## config.mk

```make
export PLATFORM = sky130hd
export DESIGN_NAME = jnwtr_ckdiv_prog
export DESIGN_NICKNAME = d
export VERILOG_FILES = /design/src/rtl/jnwtr_ckdiv_prog.sv
export SDC_FILE = /design/constraint.sdc
export NUM_CORES = 1
export LEC_CHECK = 0
export ABC_AREA = 1
export BUFFER_PORTS_ARGS = -buffer_cell sky130_fd_sc_hd__buf_2
export CORE_ASPECT_RATIO = 1.25
export CORE_MARGIN = 1
export CORE_UTILIZATION = 35
export DETAILED_ROUTE_END_ITERATION = 7
export SYNTH_ARGS = -nofsm -noshare
export SYNTH_HDL_FRONTEND = slang
export SYNTH_SLANG_ARGS = --single-unit
export TNS_END_PERCENT = 100
```

## constraint.sdc

```tcl
create_clock -name CKI -period 5.6 [get_ports CKI]
set_input_delay 0 -clock CKI [delete_from_list [all_inputs] [get_ports CKI]]
set_output_delay 0 -clock CKI [all_outputs]
set_load 0.05 [all_outputs]
```

## src/rtl/jnwtr_ckdiv_prog.sv

```systemverilog
// Programmable integer clock divider with a single-cycle pulse output and a near-50% divided clock.
// A new ratio takes effect only on a period boundary, and a stop request finishes the current period before the divider goes idle.
module jnwtr_ckdiv_prog #(
  parameter int WIDTH = 4
) (
  input  logic             CKI,
  input  logic             RN,
  input  logic             EN,
  input  logic [WIDTH-1:0] DIV,
  input  logic             LOAD,
  output logic             CKO,
  output logic             CKO50DC,
  output logic             LOAD_ACK,
  output logic             BUSY,
  output logic [WIDTH-1:0] CNT
);

  typedef enum logic [1:0] {ST_OFF, ST_RUN, ST_DRAIN} state_t;

  state_t           r_state;
  logic [WIDTH-1:0] r_cnt;
  logic [WIDTH-1:0] r_n;
  logic [WIDTH-1:0] r_pend_val;
  logic             r_pend;
  logic             r_cko;
  logic             r_c50;
  logic             r_ack;
  logic             r_busy;

  state_t           w_state_nx;
  logic [WIDTH-1:0] w_cnt_nx;
  logic [WIDTH-1:0] w_n_nx;
  logic [WIDTH-1:0] w_pend_val_nx;
  logic             w_pend_nx;
  logic             w_cko_nx;
  logic             w_c50_nx;
  logic             w_ack_nx;
  logic [WIDTH-1:0] w_div_clamped;
  logic             w_wrap;

  assign w_div_clamped = (DIV < WIDTH'(2)) ? WIDTH'(2) : DIV;
  assign w_wrap        = (r_cnt == (r_n - WIDTH'(1)));

  always_comb begin
    w_state_nx    = r_state;
    w_cnt_nx      = r_cnt;
    w_n_nx        = r_n;
    w_pend_val_nx = LOAD ? w_div_clamped : r_pend_val;
    w_pend_nx     = r_pend | LOAD;
    w_cko_nx      = 1'b0;
    w_c50_nx      = 1'b0;
    w_ack_nx      = 1'b0;

    case (r_state)
      ST_OFF: begin
        w_cnt_nx = '0;
        if (EN) begin
          // Starting up: DIV at this edge wins over anything left pending.
          w_state_nx = ST_RUN;
          w_n_nx     = w_div_clamped;
          w_pend_nx  = 1'b0;
          w_cko_nx   = 1'b1;
          w_c50_nx   = 1'b1;
        end
      end
      ST_RUN, ST_DRAIN: begin
        if (w_wrap) begin
          w_cnt_nx = '0;
          if (r_pend) begin
            // The pending ratio is applied; a LOAD on this same edge re-arms for the next wrap.
            w_n_nx    = r_pend_val;
            w_ack_nx  = 1'b1;
            w_pend_nx = LOAD;
          end
        end else begin
          w_cnt_nx = r_cnt + WIDTH'(1);
        end
        w_cko_nx = (w_cnt_nx == '0);
        w_c50_nx = ({1'b0, w_cnt_nx} < (({1'b0, w_n_nx} + (WIDTH+1)'(1)) >> 1));
        if ((r_state == ST_DRAIN) && w_wrap && !EN) begin
          // Stop exactly at the period boundary; suppress the wrap-high so no runt phase appears.
          w_state_nx = ST_OFF;
          w_cko_nx   = 1'b0;
          w_c50_nx   = 1'b0;
        end else begin
          w_state_nx = EN ? ST_RUN : ST_DRAIN;
        end
      end
      default: begin
        w_state_nx = ST_OFF;
        w_cnt_nx   = '0;
      end
    endcase
  end

  always_ff @(posedge CKI or negedge RN) begin
    if (!RN) begin
      r_state    <= ST_OFF;
      r_cnt      <= '0;
      r_n        <= WIDTH'(2);
      r_pend_val <= WIDTH'(2);
      r_pend     <= 1'b0;
      r_cko      <= 1'b0;
      r_c50      <= 1'b0;
      r_ack      <= 1'b0;
      r_busy     <= 1'b0;
    end else begin
      r_state    <= w_state_nx;
      r_cnt      <= w_cnt_nx;
      r_n        <= w_n_nx;
      r_pend_val <= w_pend_val_nx;
      r_pend     <= w_pend_nx;
      r_cko      <= w_cko_nx;
      r_c50      <= w_c50_nx;
      r_ack      <= w_ack_nx;
      r_busy     <= (w_state_nx != ST_OFF);
    end
  end

  assign CKO      = r_cko;
  assign CKO50DC  = r_c50;
  assign LOAD_ACK = r_ack;
  assign BUSY     = r_busy;
  assign CNT      = r_cnt;

endmodule

```

==> out/qor.tcl <==
set qor(grt_start_max_net_pins) 20
set qor(yosysTopAreaCellShare_pct) 35.4
set qor(timing.critical_path.slowest_cell_delay_ns) 0.51
set qor(dominantRegCellSynth) {sky130_fd_sc_hd__dfrtp_1}
set qor(weighted_congestion_at_the_end_of_routability_driven_global_placement) 0.746
set qor(grt_antenna_before_repair) 0
set qor(max-cap-violations) 0
set qor(switching_share_pct) 50.5
set qor(postSynthAreaPerCell_um2) 8.01
set qor(min_delay_path_depth) 3
set qor(setup-tns-final_ns) 0
set qor(timing.final.crit_share_pct) 52.6
set qor(via_per_instance_ratio) 4.74
set qor(hold_violations_final) 0
set qor(cts_buffer_depth) 2
set qor(grt_overflow) 0
set qor(synth_compound_area_share_pct) 13.6
set qor(rsz0062_at_grt) {no}
set qor(routed-via-count) 990
set qor(core_area_mm2) 0.00325
set qor(die_x_um) 54.4
set qor(slowest_stage) {sky130_fd_sc_hd__dfstp_2}
set qor(drt-initial-drc-count) 23
set qor(floorplan.die.height_um) 67.5
set qor(run_status) {complete, no violations}
set qor(synthXorXnorAreaFrac_pct) 4.38
set qor(die_area_mm2) 0.00367
set qor(initial_core_util_pct) 36.9
set qor(power.clock.fraction_pct) 11.0
set qor(total_standard_cell_area_after_synthesis_mm2) 0.00120
set qor(synth-edff-count) 0
set qor(yosysWarningCount) 0
set qor(worstReg2RegStart) {r_n[1]$_DFFE_PN1P_}
set qor(crit_type) {reg2reg}
set qor(cpMostUsedCell) {sky130_fd_sc_hd__nand2_1}
set qor(finalNetCount) 190
set qor(synth_top_family_by_area) {simple AND/OR/NAND/NOR gates}
set qor(hold_slack_ns) 0.00460
set qor(max_freq_mhz) 339
set qor(worst_setup_path_startpoint) {r_n[1]$_DFFE_PN1P_}
set qor(cts_buffers) 3
set qor(routedWlPerCell_um) 11.2
set qor(clk_latency_ns) 0.25
set qor(power.internal_uw) 427
set qor(p_switching_uw) 435
set qor(layout-drive-gt1-share_pct) 18.6
set qor(hpwl_detailed_mm) 1.88
set qor(cts_resized) 0
set qor(worst_ir_drop_vdd_mv) 0.318
set qor(yosysTopAreaCell) {sky130_fd_sc_hd__dfrtp_1}
set qor(clock_tree.root_cell) {sky130_fd_sc_hd__clkbuf_8}
set qor(fill_cells) 321
set qor(grt_pass1_wl_mm) 4.14
set qor(setup_viol) 0
set qor(synth_mux_area_share_pct) 0
set qor(relSlewSlack_pct) 69.2
set qor(drtPass1Iterations) 4
set qor(ff2ff_setup_slack_ns) 2.65
set qor(crit-reg2reg-capture) {CKO50DC$_DFF_PN0_}
set qor(area_growth_syn_to_layout_pct) 16.9
set qor(total_leakage_power_nw) 0.785
set qor(antennaDiodeCount) 0
set qor(number_of_max_slew_violations_in_the_final_report) 0
set qor(post-route-drc-count) 0
set qor(crit_path_start_kind) {flip-flop}
set qor(asyncSetResetFlopFracSynth_pct) 100
set qor(cts_num_sinks) 19
set qor(timing.final.crit_period_ns) 2.95
set qor(drt_wl_total_mm) 2.35
set qor(pwr_density_cell_mw_per_mm2) 614
set qor(synth_nets) 167
set qor(worst_case_clock_skew_ns) 0.00215
set qor(r2r.worst_path.cells) 18
set qor(yosys.cell_count.top_type) {sky130_fd_sc_hd__nand2_1}
set qor(cts_hold_repair_buffers) 4
set qor(synth.top_cells.by_area) {sky130_fd_sc_hd__dfrtp_1 35%, sky130_fd_sc_hd__nand2_1 11%, sky130_fd_sc_hd__ha_1 9.4%}
set qor(cp_cell_sequence) {inv_1 > ha_1 > nand2_1 > inv_1 > nor2_1 > nand2_1 > nor2_4 > nand2_4 > nor2_8 > nand2_1 > o21ai_2 > ha_1 > nand3_1 > ha_1 > a21o_1 > nor2_1 > nand2_1 > a21oi_1}
set qor(grt_usage_pct) 15.6
set qor(synth-simple-area-share_pct) 25.0
set qor(min_path_type) {in2reg}
set qor(maximum_level_of_the_cts_h_tree) 1
set qor(crit_arrival_ns) 3.13
set qor(seqPwrFrac_pct) 25.7
set qor(ports_placed_on_the_boundary) 16
set qor(clk_transition_reported_paths_ns) 0.07
set qor(crit_fanout) 8
set qor(synth_seq_area_share_pct) 39.8
set qor(least_margin_pin_slew_ns) 0.459
set qor(netlist-cell-type-count) 29
set qor(ys_ff_latch) 19
set qor(tritoncts) {built}
set qor(adder_cell_share_of_the_synthesized_area_pct) 9.38
set qor(hold-path-endpoint) {r_pend_val[1]$_DFFE_PN1P_}
set qor(number_of_setup_buffers_added_after_cts) 0
set qor(worstPathRequired_ns) 5.78
set qor(synth.cells.most_frequent) {34 x sky130_fd_sc_hd__nand2_1, 23 x sky130_fd_sc_hd__inv_1, 17 x sky130_fd_sc_hd__dfrtp_1}
set qor(placementRows) 23
set qor(startpoint_of_the_lowest_slack_hold_path) {DIV[1]}
set qor(capturing_element_type_of_the_critical_path) {flip-flop}
set qor(post_synth_inst_count) 150
set qor(grt_pass1_vias) 1026
set qor(port_buffers) 15
set qor(power.combinational.fraction_pct) 63.3
set qor(ant_nets) 0
set qor(design_power_total_uw) 862
-- per-layer routing --
layer,up-vias,share of wire [%],GRT usage (%),wire length (um)
li1,524,-,-,-
met2,10,52,27.7,1220
met1,451,44,17.7,1040
met3,5,2.1,2.48,49
met5,-,0,0,0
met4,0,1.7,6.73,39
-- worst max-delay path by stage --
stage	end	slack, ns	cells after the start
after floorplan	CKO50DC$_DFF_PN0_	2.90	18
after global placement	CKO50DC$_DFF_PN0_	2.75	18
after detailed placement	CKO50DC$_DFF_PN0_	2.66	18
after CTS	CKO50DC$_DFF_PN0_	2.64	18
after global routing	CKO50DC$_DFF_PN0_	2.39	18
final	CKO50DC$_DFF_PN0_	2.65	18
-- critical path: cells and delay by family (launching register included) --
| kind | cells | cell delay, ns |
|---|---|---|
| AO/OA/AOI/OAI | 3 | 0.41 |
| adder cells (fa/ha/maj) | 3 | 0.83 |
| buffers and inverters | 2 | 0.12 |
| flip-flops | 1 | 0.51 |
| AND/OR/NAND/NOR | 10 | 1.00 |
-- cells in the final DEF (no fill, tap or decap), types with 3 or more instances in the layout --
cell type	count
sky130_fd_sc_hd__ha_1	9
sky130_fd_sc_hd__dfrtp_1	17
sky130_fd_sc_hd__o21ai_0	9
sky130_fd_sc_hd__nor2_1	13
sky130_fd_sc_hd__dlygate4sd3_1	4
sky130_fd_sc_hd__inv_1	23
sky130_fd_sc_hd__nand3_1	7
sky130_fd_sc_hd__o21ai_2	4
sky130_fd_sc_hd__xor2_1	4
sky130_fd_sc_hd__nand2_1	34
sky130_fd_sc_hd__buf_2	15
sky130_fd_sc_hd__clkbuf_8	3
sky130_fd_sc_hd__a21oi_1	5
-- flip-flops by register name, summed over array words and instances (netlist names) --
name,count
r_n,4
CKO50DC,1
r_pend,1
CNT,4
r_state,2
r_pend_val,4
LOAD_ACK,1
BUSY,1
CKO,1
-- cell type report --
class / count / area (um2) / share of cell area, %
timing repair buffer: 19 / 115 / 8.20
multi-input combinational: 106 / 629 / 44.8
inverter: 24 / 90.1 / 6.42
sequential: 19 / 478 / 34.0
tap: 37 / 46.3 / 3.30
clock buffer: 4 / 45.0 / 3.21
-- cell families (layout without fill, tap and decap cells) --
group	Yosys count	in the layout
buffers and inverters	25	47
adders and majority gates	9	9
AOI/OAI and AO/OA	27	27
DFF	19	19
xor gates and xnor gates	6	6
and+or+nand+nor	64	64
-- power by group through the flow --
stage | Clock (mW) | Combinational [mW] | Sequential (mW)
final | 0.0950 | 0.546 | 0.221
after global routing | 0.104 | 0.620 | 0.228
after CTS | 0.0992 | 0.554 | 0.222
after detailed placement | 0 | 0.550 | 0.224
after global placement | 0 | 0.535 | 0.224
after floorplan | 0 | 0.381 | 0.284
-- per-stage QoR --
step	worst slack, ns	cell area, um2	utilization (%)	cells
5_1_grt	2.39	1400	43.2	209
3_3_place_gp	2.75	1320	40.6	201
4_1_cts	2.64	1400	43.2	209
6_report	2.65	1400	43.2	209
3_5_place_dp	2.66	1320	40.6	201
2_1_floorplan	2.90	1200	-	150
Note: power is estimated with default switching activity, not from simulation.
